===== src/rtl/hud_text_pkg.sv =====
// Shared constants and types for the HUD text RAM write side.
// Slot addresses are fixed by the label layout baked into the RAM image.
package hud_text_pkg;

  localparam logic [7:0] SCORE_BASE_ADDR = 8'd7;
  localparam logic [7:0] LIVES_ADDR      = 8'd32;
  localparam logic [7:0] ASCII_ZERO      = 8'h30;
  localparam int         HUD_RAM_DEPTH   = 160;

  typedef enum logic [2:0] {
    IDLE,
    CONVERT,
    WRITE_SCORE,
    WRITE_LIVES,
    FINISH
  } writer_state_t;

endpackage


===== src/rtl/bin2bcd_serial.sv =====
// Serial double-dabble: one shift-add-3 step per cycle, WIDTH cycles per conversion.
// done is combinational and marks the cycle whose closing edge performs the last shift.
module bin2bcd_serial #(
  parameter int WIDTH  = 14,
  parameter int DIGITS = 4
) (
  input  logic                  Clk,
  input  logic                  Reset,
  input  logic                  start,
  input  logic [WIDTH-1:0]      bin_in,
  output logic                  done,
  output logic [4*DIGITS-1:0]   bcd
);

  localparam int BCD_W = 4 * DIGITS;
  localparam int CNT_W = (WIDTH > 1) ? $clog2(WIDTH) : 1;

  logic [WIDTH-1:0] shift_r;
  logic [CNT_W-1:0] cnt;
  logic             running;

  function automatic logic [BCD_W-1:0] add3(input logic [BCD_W-1:0] b);
    logic [BCD_W-1:0] r;
    r = b;
    for (int i = 0; i < DIGITS; i++) begin
      if (b[4*i +: 4] >= 4'd5) r[4*i +: 4] = b[4*i +: 4] + 4'd3;
    end
    return r;
  endfunction

  assign done = running && (cnt == '0);

  always_ff @(posedge Clk or posedge Reset) begin
    if (Reset) begin
      shift_r <= '0;
      bcd     <= '0;
      cnt     <= '0;
      running <= 1'b0;
    end else if (start) begin
      shift_r <= bin_in;
      bcd     <= '0;
      cnt     <= CNT_W'(WIDTH - 1);
      running <= 1'b1;
    end else if (running) begin
      {bcd, shift_r} <= {add3(bcd), shift_r} << 1;
      if (cnt == '0) running <= 1'b0;
      else           cnt     <= cnt - 1'b1;
    end
  end

endmodule


===== src/rtl/score_ram_writer.sv =====
// Refreshes the score and lives digits in the HUD text RAM on request.
// Requests arriving mid-refresh coalesce into a single follow-up pass.
module score_ram_writer
  import hud_text_pkg::*;
#(
  parameter int SCORE_W    = 14,
  parameter int NUM_DIGITS = 4
) (
  input  logic               Clk,
  input  logic               Reset,
  input  logic               update_req,
  input  logic [SCORE_W-1:0] score,
  input  logic [3:0]         lives,
  output logic [7:0]         write_address,
  output logic [7:0]         data_In,
  output logic               we,
  output logic               busy,
  output logic               done
);

  localparam int BCD_W = 4 * NUM_DIGITS;
  localparam int IDX_W = (NUM_DIGITS > 1) ? $clog2(NUM_DIGITS) : 1;
  localparam logic [SCORE_W-1:0] MAX_SCORE = SCORE_W'(10**NUM_DIGITS - 1);

  writer_state_t      state;
  logic               pending;
  logic [3:0]         lives_r;
  logic [IDX_W-1:0]   idx;
  logic               accept;
  logic [SCORE_W-1:0] score_sat;
  logic               conv_done;
  logic [BCD_W-1:0]   bcd;

  function automatic logic [3:0] digit_at(input logic [BCD_W-1:0] b,
                                          input logic [IDX_W-1:0] k);
    return b[4*(NUM_DIGITS - 1 - int'(k)) +: 4];
  endfunction

  assign accept    = (state == IDLE) && (update_req || pending);
  assign score_sat = (score > MAX_SCORE) ? MAX_SCORE : score;

  // The converter latches the saturated score on the same edge the FSM accepts
  bin2bcd_serial #(
    .WIDTH  (SCORE_W),
    .DIGITS (NUM_DIGITS)
  ) u_conv (
    .Clk    (Clk),
    .Reset  (Reset),
    .start  (accept),
    .bin_in (score_sat),
    .done   (conv_done),
    .bcd    (bcd)
  );

  always_ff @(posedge Clk or posedge Reset) begin
    if (Reset) begin
      state         <= IDLE;
      pending       <= 1'b0;
      lives_r       <= '0;
      idx           <= '0;
      write_address <= '0;
      data_In       <= '0;
      we            <= 1'b0;
      busy          <= 1'b0;
      done          <= 1'b0;
    end else begin
      we   <= 1'b0;
      done <= 1'b0;
      if (state != IDLE && update_req) pending <= 1'b1;
      case (state)
        IDLE: begin
          if (update_req || pending) begin
            lives_r <= (lives > 4'd9) ? 4'd9 : lives;
            pending <= 1'b0;
            busy    <= 1'b1;
            state   <= CONVERT;
          end
        end
        CONVERT: begin
          if (conv_done) begin
            idx   <= '0;
            state <= WRITE_SCORE;
          end
        end
        WRITE_SCORE: begin
          we            <= 1'b1;
          write_address <= SCORE_BASE_ADDR + 8'(idx);
          data_In       <= ASCII_ZERO + {4'h0, digit_at(bcd, idx)};
          if (idx == IDX_W'(NUM_DIGITS - 1)) state <= WRITE_LIVES;
          else                               idx   <= idx + 1'b1;
        end
        WRITE_LIVES: begin
          we            <= 1'b1;
          write_address <= LIVES_ADDR;
          data_In       <= ASCII_ZERO + {4'h0, lives_r};
          state         <= FINISH;
        end
        FINISH: begin
          busy  <= 1'b0;
          done  <= 1'b1;
          state <= IDLE;
        end
        default: state <= IDLE;
      endcase
    end
  end

endmodule

===== config.mk =====
export PLATFORM = sky130hd
export DESIGN_NAME = score_ram_writer
export DESIGN_NICKNAME = d
export VERILOG_FILES = /design/src/rtl/hud_text_pkg.sv /design/src/rtl/bin2bcd_serial.sv /design/src/rtl/score_ram_writer.sv
export SDC_FILE = /design/constraint.sdc
export NUM_CORES = 1
export LEC_CHECK = 0
export BUFFER_PORTS_ARGS = -buffer_cell sky130_fd_sc_hd__buf_2
export CAP_MARGIN = 20
export CORE_MARGIN = 4
export CORE_UTILIZATION = 35
export CTS_CLUSTER_DIAMETER = 80
export DETAILED_ROUTE_END_ITERATION = 8
export GPL_TIMING_DRIVEN = 0
export RECOVER_POWER = 100
export SLEW_MARGIN = 20
export SYNTH_ARGS = -nofsm -noshare
export SYNTH_HDL_FRONTEND = slang
export SYNTH_HIERARCHICAL = 1
export SYNTH_SLANG_ARGS = --single-unit

===== constraint.sdc =====
create_clock -name Clk -period 2.27 [get_ports Clk]
set_input_delay 0.3405 -clock Clk [delete_from_list [all_inputs] [get_ports Clk]]
set_output_delay 0.3405 -clock Clk [all_outputs]
set_load 0.05 [all_outputs]

==> key figures <==
Worst setup path
  • Worst path slowest cell: clkbuf_1
  • CP Launch Type: flip-flop
  • Crit path arrival time: 2310 ps
  • Setup crit start: state[1]
  • Setup slack, reg-to-reg: 210 ps
  • Most frequent cell on the critical path: buf_2
  • Largest delay share family, worst path: buffers and inverters
  • Slowest stage delay, CP: roughly 450 ps
  • Critical Path RT: between 2000 and 3000 ps
  • R2r startpoint: state[1]
  • Cell-by-cell trace of the critical path: buf_4 -> nor3_1 -> nor2b_1 -> buf_2 -> buf_2 -> clkbuf_1 -> nand2_1 -> o21ai_0
  • Buf+Inv Stages, Crit Path: 4
  • Worst Reg-to-Reg Cells: 8
  • Worst flop-to-flop path endpoint: u_conv/shift_r[13]
  • Worst setup EP type: flip-flop
  • Critical-path maximum fanout: 10
  • Critical path class: flip-flop to flip-flop

Logic synthesis
  • Asr flop ratio synth: 1.00
  • Ys flop type: dfrtp_1
  • Area leader, netlist: dfrtp_1
  • Ranking of synthesized cells by area: dfrtp_1 45%, mux2i_1 5.9%, ha_1 4.3%, o21ai_0 3.9%, nand2_1 3.0%
  • Compound-Gate Fraction of Synth Area: 0.146
  • Syn Inst Count: between 300 and 400
  • Register area share after synthesis: 0.452
  • Most frequent cell after synthesis: dfrtp_1
  • Syn avg cell area: 10.1 µm²
  • Adder-cell share of the synthesized area: 0.0429
  • Number of synthesized flops with an enable pin: 0
  • Unique masters post-synth: 48
  • Mux cell area share after synthesis: 0.105
  • Synthesis warning total: 6
  • Top cells by count, synth: 58 x dfrtp_1, 26 x nand2_1, 25 x o21ai_0, 19 x mux2i_1, 18 x inv_1
  • Simple-Gate Fraction of Synth Area: 0.172
  • Mapped cell area: 0.00321 mm²
  • FF+latch count, synth: 58
  • Yosys top cell area share: 0.452
  • Largest family of logic cells by synthesized area: simple AND/OR/NAND/NOR gates
  • XOR/XNOR Fraction of Synth Area: 0.0109

CTS
  • Worst skew pair latency: 330 ps
  • Clock transition at path regs: 70 ps
  • Clk sinks: 58
  • # Post-CTS Setup Buffers: 0
  • CTS tree: built
  • Hold_buf cts: 0
  • Root Driver: clkbuf_8
  • H-tree lvl count: 3
  • CTS Buffer Depth: 2
  • Number of gates resized after cts: 0
  • Num CTS Buffers: 9

Final layout
  • Nets: 400
  • Final core utilization: 0.422
  • P&R area growth vs syn: 15.8%
  • Antenna Cells: 0
  • Share of cells above drive strength 1: 0.177

Floorplan
  • Die height: between 100 and 150 µm
  • Core area: 0.00881 mm²
  • Row count: 34
  • Initial Utilization: 0.365
  • Die width: 104 µm
  • Io pins: 40
  • Full die area: approximately 0.011 mm²

Timing
  • Final Max Slew Viols: 0
  • WHS: between 150 and 200 ps
  • Setup TNS: 0 ps
  • Skew final: 6.94 ps
  • Fmax achieved: 486 MHz
  • Worst-Margin Slew: 1320 ps
  • Endpoints failing setup: 0
  • Final hold vios: 0
  • RSZ-0062 raised after global routing: false
  • Max_slew headroom: 0.118
  • Tcrit/Tclk final: 0.906
  • Period minus WS final: 2060 ps

Power
  • Sw Pwr: 2.13 mW
  • Pwr dens: 1390 mW/mm²
  • Sw frac: 0.411
  • Comb power frac: 0.446
  • Internal power: 3.05 mW
  • VDD IR max: 422 µV
  • Total power: 5.18 mW
  • Clock power frac: 0.204
  • P_leak: 1.72 nW
  • Reg power frac: 0.350

GRT
  • GR Util All Layers: 0.129
  • Largest net degree at the start of global routing: 36
  • GRT overflow: 0
  • Number of global-route vias before repair: roughly 2400
  • Initial antenna violation count: 0
  • First-pass GRT wire length: 11400 µm

Routing
  • DR WL/cell: 13.8 µm
  • Number of remaining DRC errors: 0
  • Met3 Wirelength: 368 µm
  • Met2 WL: 3010 µm
  • Total routed wirelength: 6650 µm
  • TritonRoute pass-1 iters: 4
  • Top Layer Used: met4
  • Vias: 2422
  • Drt first-iter violations: 95
  • Wl on met1: between 3000 and 4000 µm
  • Via/cell ratio: 5.04
  • ANT nets after route: 0

Placed design
  • GP Congestion: 0.766
  • Port Buffers: 34
  • HPWL Detailed: 4700 µm

Job
  • # Max-Cap Violations: 0

Min path
  • Hold Crit Class: input pin to async pin

Status
  • Status: complete, no violations
-- worst max path at each step --
stage	end	slack (ps)	depth (start not counted)
2_1_floorplan	u_conv/bcd[13]	530	8
4_1_cts	u_conv/bcd[13]	70	8
3_3_place_gp	u_conv/bcd[13]	140	8
6_report	u_conv/shift_r[13]	210	8
3_5_place_dp	u_conv/bcd[13]	150	8
5_1_grt	u_conv/shift_r[10]	10	7
-- power by group through the flow --
stage / sequential [mW] / combinational [mW] / clock [mW]
after floorplan: 2.05 / 1.59 / 0
after global placement: 1.82 / 2.30 / 0
after detailed placement: 1.83 / 2.35 / 0
after CTS: 1.81 / 2.36 / 1.09
after global routing: 1.88 / 2.60 / 1.13
final: 1.81 / 2.31 / 1.06
-- per-stage QoR --
step                worst slack [ps]  cells  instance area [µm²]
floorplan                        527    323                 3230
detailed placement               150    465                 3530
global placement                 139    465                 3530
finish                           213    481                 3720
global route                    12.9    481                 3720
CTS                             71.6    481                 3750
-- kinds of logic (layout without fill, tap and decap cells) --
family | Yosys count | in the layout
xor+xnor | 4 | 4
other cells | 1 | 5
fa+ha+maj | 11 | 11
mux | 28 | 28
compound gates | 73 | 73
buf+inv | 44 | 94
simple gates | 100 | 100
flops | 58 | 58
-- routing by layer --
| metal | track usage | vias to the layer above |
|---|---|---|
| li1 | - | 1200 |
| met4 | 0.0513 | 0 |
| met3 | 0.0305 | 8 |
| met2 | 0.207 | 63 |
| met5 | 0 | - |
| met1 | 0.169 | 1151 |
-- worst register-to-register path, stage by stage (launching register included) --
cell and delay, ps:
dfrtp_1 360, buf_4 160, nor3_1 240, nor2b_1 170, buf_2 200, buf_2 230
clkbuf_1 460, nand2_1 90, o21ai_0 80
-- cell usage in the layout, fill, tap and decap left out, types with 8 or more instances in the layout --
cell type and n:
dfrtp_1 58, nand2_1 26, o21ai_0 25, clkbuf_1 24, buf_2 24, mux2i_1 19
a21oi_1 18, inv_1 18, nand2b_1 15, nor2_1 13, ha_1 11, clkbuf_8 10
buf_4 8
-- final cells by class --
| cell class | count | area, µm² |
|---|---|---|
| tap | 108 | 135 |
| fill | 882 | 5090 |
| timing repair buffer | 34 | 153 |
| clock inverter | 5 | 77.6 |
| inverter | 19 | 71.3 |
| sequential | 58 | 1450 |
| buffer | 25 | 153 |
| clock buffer | 11 | 141 |
| multi-input combinational | 221 | 1540 |
-- sequential cells by signal (all words and copies together), names as in the netlist --
name,count
pending,1
done,1
u_conv/shift_r,14
we,1
state,3
busy,1
lives_r,4
u_conv/running,1
u_conv/bcd,16
idx,2
u_conv/cnt,4
data_In,5
write_address,5
No activity file was read; power rests on OpenSTA's default activity.
